$ cat config.mk
export PLATFORM = sky130hd
export DESIGN_NAME = l2_cacheline_adapter
export DESIGN_NICKNAME = d
export VERILOG_FILES = /design/src/rtl/l2_cacheline_adapter.sv
export SDC_FILE = /design/constraint.sdc
export NUM_CORES = 1
export LEC_CHECK = 0
export ABC_AREA = 1
export BUFFER_PORTS_ARGS = -buffer_cell sky130_fd_sc_hd__clkbuf_2
export CAP_MARGIN = 40
export CORE_AREA = 2 2 281 283
export CTS_CLUSTER_DIAMETER = 100
export DETAILED_ROUTE_END_ITERATION = 8
export DIE_AREA = 0 0 283 285
export HOLD_SLACK_MARGIN = 0.1
export PLACE_DENSITY_LB_ADDON = 0.3
export REMOVE_ABC_BUFFERS = 1
export SLEW_MARGIN = 20
export SYNTH_ARGS = -nofsm -noshare
export SYNTH_HDL_FRONTEND = slang
export SYNTH_SLANG_ARGS = --single-unit
$ cat constraint.sdc
create_clock -name clk -period 2.3 [get_ports clk]
set_clock_uncertainty 0.1 [all_clocks]
set_input_delay 0.345 -clock clk [delete_from_list [all_inputs] [get_ports clk]]
set_output_delay 0.345 -clock clk [all_outputs]
set_load 0.01 [all_outputs]
$ cat src/rtl/l2_cacheline_adapter.sv
// L2 cache line adapter: splits/assembles s_line-bit cache lines
// into s_burst-bit memory beats using a simple request/beat handshake.
module l2_cacheline_adapter #(
    parameter int s_line  = 256,
    parameter int s_burst = 64
) (
    input  logic              clk,
    input  logic              reset,
    input  logic [s_line-1:0] line_i,
    output logic [s_line-1:0] line_o,
    input  logic [31:0]       address_i,
    input  logic              read_i,
    input  logic              write_i,
    output logic              resp_o,
    input  logic [s_burst-1:0] burst_i,
    output logic [s_burst-1:0] burst_o,
    output logic [31:0]       address_o,
    output logic              read_o,
    output logic              write_o,
    input  logic              resp_i
);

    localparam int beats = s_line / s_burst;
    localparam int cw    = (beats > 1) ? $clog2(beats) : 1;
    localparam logic [cw-1:0] last_c = cw'(beats - 1);

    typedef enum logic [1:0] {
        IDLE,
        READ,
        WRITE,
        DONE
    } state_e;

    state_e              state_q, state_d;
    logic [cw-1:0]       cnt_q, cnt_d;
    logic [31:0]         addr_q, addr_d;
    logic [s_line-1:0]   wline_q, wline_d;
    logic [s_line-1:0]   rbuf_q, rbuf_d;
    logic [s_line-1:0]   line_q, line_d;

    always_ff @(posedge clk or negedge reset) begin
        if (!reset) begin
            state_q <= IDLE;
            cnt_q   <= '0;
            addr_q  <= '0;
            wline_q <= '0;
            rbuf_q  <= '0;
            line_q  <= '0;
        end else begin
            state_q <= state_d;
            cnt_q   <= cnt_d;
            addr_q  <= addr_d;
            wline_q <= wline_d;
            rbuf_q  <= rbuf_d;
            line_q  <= line_d;
        end
    end

    always_comb begin
        state_d = state_q;
        cnt_d   = cnt_q;
        addr_d  = addr_q;
        wline_d = wline_q;
        rbuf_d  = rbuf_q;
        line_d  = line_q;
        unique case (state_q)
            IDLE: begin
                if (write_i) begin
                    addr_d  = address_i;
                    wline_d = line_i;
                    cnt_d   = '0;
                    state_d = WRITE;
                end else if (read_i) begin
                    addr_d  = address_i;
                    cnt_d   = '0;
                    state_d = READ;
                end
            end
            READ: begin
                if (resp_i) begin
                    rbuf_d[int'(cnt_q)*s_burst +: s_burst] = burst_i;
                    cnt_d = cnt_q + 1'b1;
                    // line_o only updates once the whole line has arrived
                    if (cnt_q == last_c) begin
                        line_d  = rbuf_d;
                        state_d = DONE;
                    end
                end
            end
            WRITE: begin
                if (resp_i) begin
                    cnt_d = cnt_q + 1'b1;
                    if (cnt_q == last_c) begin
                        state_d = DONE;
                    end
                end
            end
            DONE: begin
                state_d = IDLE;
            end
            default: begin
                state_d = IDLE;
            end
        endcase
    end

    assign read_o    = (state_q == READ);
    assign write_o   = (state_q == WRITE);
    assign resp_o    = (state_q == DONE);
    assign line_o    = line_q;
    assign address_o = addr_q & 32'hFFFF_FFE0;
    assign burst_o   = (state_q == WRITE)
                     ? wline_q[int'(cnt_q)*s_burst +: s_burst]
                     : '0;

endmodule

==> flow_summary_export.csv, run 1 <==
group,metric,value,unit
clock_network,clk_latency,0.64,ns
clock_network,cts_tree,"built",
yosys,netlist_area,33500,um^2
routing,drt-total-wl,127000,um
grt,grt_overflow,0,
sta,final.setup.worst_slack,-0.387,ns
yosys,yosysUniqueCellTypes,23,
die,fp.dieW,283,um
place,gp_congestion,0.829,
clock_network,htreeDepth,3,
yosys,synth_top_area_share,54.9,%
die,fp.coreArea,78000,um^2
finish,area_growth,41.5,%
setup_path,worst-setup-path-type,"flip-flop to output pin",
flow_run,drv_cap,0,
finish,drive_above_1_share,26.7,%
setup_path,critPathArrivalTime,2.24,ns
yosys,syn_inst,4081,
routing,drtIter0Drc,3118,
setup_path,required,1.86,ns
routing,vias_per_cell,5.27,
die,rows,103,
grt,grt.total_usage,29.0,%
grt,grt_max_degree,83,
place,dp_hpwl,69500,um
clock_network,cts-root-buf,"clkbuf_16",
yosys,synth_seq_cells,735,
finish,final_common_cell,"nand2_1",
sta,fin_crit_sh,117,%
sta,fmax,0.372,GHz
run_status,status,"finished with violations",
yosys,synthTopCellsByArea,"dfrtp_1 (55%), nand2_1 (22%), mux2_2 (6.5%)",
die,io_pins,712,
finish,final_nets,5518,
finish,stdcell_count,6275,
power_and_ir_drop,p_leak,25.5,nW
finish,layout_common_cells,"nand2_1 (1902), dfrtp_1 (732), clkbuf_2 (647)",
routing,vias,33090,
routing,antenna_left,0,
place,post-place-ws,0.118,ns
setup_path,crit_fanout,8,
sta,worstMarginPinSlew,0.524,ns
routing,first_pass_iters,5,
place,placed_cells,5693,
routing,avgRoutedWirePerCell,20.2,um
power_and_ir_drop,ir_worst_vdd,0.887,mV
yosys,avgSynthCellArea,8.21,um^2
clock_network,cts_buffers,82,
power_and_ir_drop,power_density,1170,nW/um^2
yosys,yosysSeqAreaShare,54.9,%
hold_path,worstHoldPathType,"input port to asynchronous set/reset pin",
die,die_h,285,um
sta,period_needed,2.69,ns
grt,grt_pass1_wl,185000,um
sta,rsz0062_at_grt,"yes",
finish,fill_cells,6176,
setup_path,endpoint_kind,"output pin",
grt,grt_pass1_vias,32729,
grt,antenna_found_initial,13,
sta,slew_violations,0,
clock_network,cts.sinks,735,
yosys,yosys.area.top_type,"dfrtp_1",
clock_network,path_clk_slew,0.06,ns
clock_network,clk_path_buf_depth,3,
setup_path,ff2ff_setup_slack,-0.02,ns
setup_path,start_kind,"flip-flop",
die,die_area,80700,um^2
yosys,yosysWarnings,0,
sta,setup_viol,68,
run_status,violations,"setup timing",
routing,drc,0,
place,port_buffers,701,
sta,hold_viol,0,
die,initial_core_util,42.9,%
sta,slew_headroom,65.1,%
metal layers:
metal | up-vias | global-route usage [%] | wire length, um
met4 | 10 | 15.1 | 6920
li1 | 14931 | - | -
met1 | 15818 | 36.0 | 48300
met5 | - | 0 | 58
met3 | 456 | 6.21 | 10900
met2 | 1875 | 47.8 | 60800
cells by family after synthesis:
family	Yosys count	share of synthesized area [%]
AOI/OAI and AO/OA	276	4.12
DFF	735	54.9
other	1	0.0112
muxes	192	6.46
and+or+nand+nor	2460	28.8
buffers and inverters	406	5.30
adders and majority gates	11	0.411
state kept, by name, indices dropped and copies added (netlist names):
register  count
wline_q     256
cnt_q         2
line_o      256
addr_q       27
state_q       2
rbuf_q      192
per-stage QoR:
stage / util, % / area [um^2] / TNS (ns) / hold slack [ns] / power (mW)
floorplan: - / 32200 / -6782.26 / -0.0506 / 26.3
global placement: 49.9 / 38900 / 0 / 0.196 / 35.6
detailed placement: 49.9 / 38900 / 0 / 0.195 / 36.0
CTS: 59.2 / 46100 / -40.44 / 0.103 / 52.0
global route: 60.8 / 47400 / -29.42 / 0.133 / 58.1
finish: 60.8 / 47400 / -17.19 / 0.125 / 55.6
final timing paths:
kind,to,startpoint,depth (start not counted)
worst max-delay path,burst_o[36],cnt_q[0]$_DFFE_PN0P_,8
worst min-delay path,line_o[223]$_DFFE_PN0P_,reset,2
worst max register to register,line_o[144]$_DFFE_PN0P_,cnt_q[0]$_DFFE_PN0P_,11
worst min register to register,rbuf_q[153]$_DFFE_PN0P_,rbuf_q[153]$_DFFE_PN0P_,2
max in group asynchronous,wline_q[222]$_DFFE_PN0P_,reset,4
min in group clk,rbuf_q[153]$_DFFE_PN0P_,rbuf_q[153]$_DFFE_PN0P_,2
critical path, cell delays in order, from the launching register on:
cell and delay (ns):
dfrtp_4 0.45, buf_12 0.14, buf_16 0.16, buf_12 0.15, nor2_4 0.04, nor2_1 0.15
o21ai_1 0.15, a21oi_1 0.20, buf_2 0.17
report_power, final:
part | total [mW] | switching, mW | internal (mW)
clock network | 13.5 | 5.73 | 7.78
logic | 23.1 | 13.5 | 9.64
registers | 19.0 | 2.37 | 16.6
cells in the mapped netlist:
master    count
a21oi_1     129
and2_1        1
buf_1        24
buf_2       140
buf_4         6
buf_6         7
clkbuf_1     91
conb_1        1
dfrtp_1     735
ha_1         11
inv_1       134
inv_2         4
mux2_2      192
nand2_1    1923
nand3_1     111
nand3b_1     40
nand4_1      33
nor2_1      347
nor2_2        3
nor2_4        1
nor3_4        1
o21ai_0     140
o21ai_1       7
layout make-up:
cell class                 instances  area [um^2]  area share [%]
multi-input combinational       2944        14000            29.6
clock buffer                     117         2350            4.97
inverter                         138          556            1.17
sequential                       735        18400            38.8
tap                             1050         1310            2.77
clock inverter                    32          389           0.821
timing repair buffer            1248        10300            21.8
antenna                           10         25.0          0.0528
timing repair inverter             1         8.76          0.0185
timing repair:
item	4_1_cts	5_1_grt
hold buffers	352	0
gates resized for setup	145	259
endpoints found under the hold margin	1060	0
gates cloned	18	20
setup buffers	12	22
pin swaps	49	65
endpoints found under the setup margin	64	510
Power figures use the tool's default switching activity.
==> run 2: changes to the inputs <==
Settings changed: SETUP_SLACK_MARGIN set to 0.3.
==> flow_summary_export.csv, run 2 (same netlist as run 1, synthesis figures left out) <==
group,metric,value,unit
clock_network,cts_buffers,82,
sta,fmax,0.361,GHz
place,dp_hpwl,69500,um
setup_path,crit_fanout,9,
setup_path,critPathArrivalTime,2.32,ns
power_and_ir_drop,power_density,1180,nW/um^2
place,post-place-ws,0.118,ns
sta,slew_headroom,64.5,%
sta,hold_viol,0,
finish,final_nets,5515,
routing,avgRoutedWirePerCell,20.4,um
die,rows,103,
routing,drt-total-wl,128000,um
routing,vias_per_cell,5.30,
die,io_pins,712,
finish,area_growth,42.0,%
grt,antenna_found_initial,18,
setup_path,r2r_end,"line_o[50]$_DFFE_PN0P_",
sta,fin_crit_sh,120,%
die,fp.dieW,283,um
hold_path,worstHoldPathType,"input port to asynchronous set/reset pin",
setup_path,endpoint_kind,"output pin",
place,port_buffers,701,
run_status,violations,"setup timing",
die,initial_core_util,42.9,%
sta,worstMarginPinSlew,0.532,ns
sta,period_needed,2.77,ns
routing,drtIter0Drc,3157,
grt,grt_pass1_vias,32662,
clock_network,clk_latency,0.63,ns
sta,slew_violations,0,
grt,grt_overflow,0,
die,die_area,80700,um^2
sta,setup_viol,70,
clock_network,cts.sinks,735,
setup_path,worst-setup-path-type,"flip-flop to output pin",
sta,final.setup.worst_slack,-0.468,ns
clock_network,htreeDepth,3,
finish,drive_above_1_share,27.1,%
setup_path,ff2ff_path_depth,12,
clock_network,cts_tree,"built",
grt,grt.total_usage,29.3,%
routing,vias,33238,
setup_path,rr_startpoint,"cnt_q[0]$_DFFE_PN0P_",
setup_path,ff2ff_setup_slack,-0.05,ns
die,die_h,285,um
place,placed_cells,5693,
routing,first_pass_iters,5,
clock_network,clk_path_buf_depth,3,
finish,finalCoreUtilization,61.0,%
setup_path,start_kind,"flip-flop",
grt,grt_max_degree,83,
flow_run,drv_cap,0,
routing,antenna_left,0,
clock_network,cts-root-buf,"clkbuf_16",
clock_network,path_clk_slew,0.06,ns
sta,rsz0062_at_grt,"yes",
finish,stdcell_count,6277,
die,fp.coreArea,78000,um^2
finish,final_common_cell,"nand2_1",
power_and_ir_drop,ir_worst_vdd,0.945,mV
run_status,status,"finished with violations",
sta,setup_tns,-18.33,ns
grt,grt_pass1_wl,186000,um
finish,layout_common_cells,"nand2_1 (1893), dfrtp_1 (732), clkbuf_2 (642)",
setup_path,cp-startpoint,"cnt_q[0]$_DFFE_PN0P_",
routing,drc,0,
place,gp_congestion,0.829,
setup_path,required,1.86,ns
power_and_ir_drop,p_leak,25.5,nW
run 2: final cells by class:
type	count	area, um^2
repair buffers	1244	10400
fillers	6107	30400
well taps	1050	1310
inverters	138	559
repair inverters	2	25.0
multi-input cells	2944	14100
clock buffers	117	2350
flip-flops and latches	735	18400
diodes	15	37.5
clock inverters	32	389
run 2: worst max-delay path by stage:
stage,cells past startpoint,endpoint
6_report,8,burst_o[51]
4_1_cts,6,burst_o[59]
5_1_grt,8,burst_o[51]
3_3_place_gp,7,line_o[127]$_DFFE_PN0P_
3_5_place_dp,7,rbuf_q[127]$_DFFE_PN0P_
2_1_floorplan,5,line_o[195]$_DFFE_PN0P_
run 2: power by group:
part | switching, mW | total [mW] | internal (mW)
logic | 13.7 | 23.3 | 9.68
registers | 2.48 | 19.1 | 16.6
clock network | 5.76 | 13.5 | 7.78
run 2: per-stage QoR:
stage	total power [mW]	hold slack, ns	area [um^2]
3_5_place_dp	36.0	0.195	38900
6_report	56.0	0.121	47600
4_1_cts	52.3	0.103	46400
5_1_grt	58.4	0.133	47600
3_3_place_gp	35.6	0.196	38900
2_1_floorplan	26.3	-0.0506	32200
run 2: per-layer routing:
metal  GRT usage [%]  part of all wire, %  vias up  routed length (um)
li1                -                    -    14933                   -
met1            36.7                   38    15879               48900
met2            48.2                   47     1884               60400
met3            6.08                  8.6      532               11000
met4            14.7                  6.2       10                7910
met5               0                0.044        -                  57
run 2: critical path: stages (launching register included):
cell,delay (ns)
dfrtp_4,0.52
buf_12,0.16
buf_16,0.16
clkbuf_16,0.18
nor2_2,0.14
nor2_1,0.07
o21ai_1,0.17
a21oi_2,0.11
buf_2,0.16
run 2: what timing repair did:
action	CTS	global route
buffers inserted	16	12
pin swaps	50	112
endpoints found under the hold margin	1060	0
cloned	23	17
endpoints found under the setup margin	459	530
hold buffers	352	0
gates resized for setup	154	267
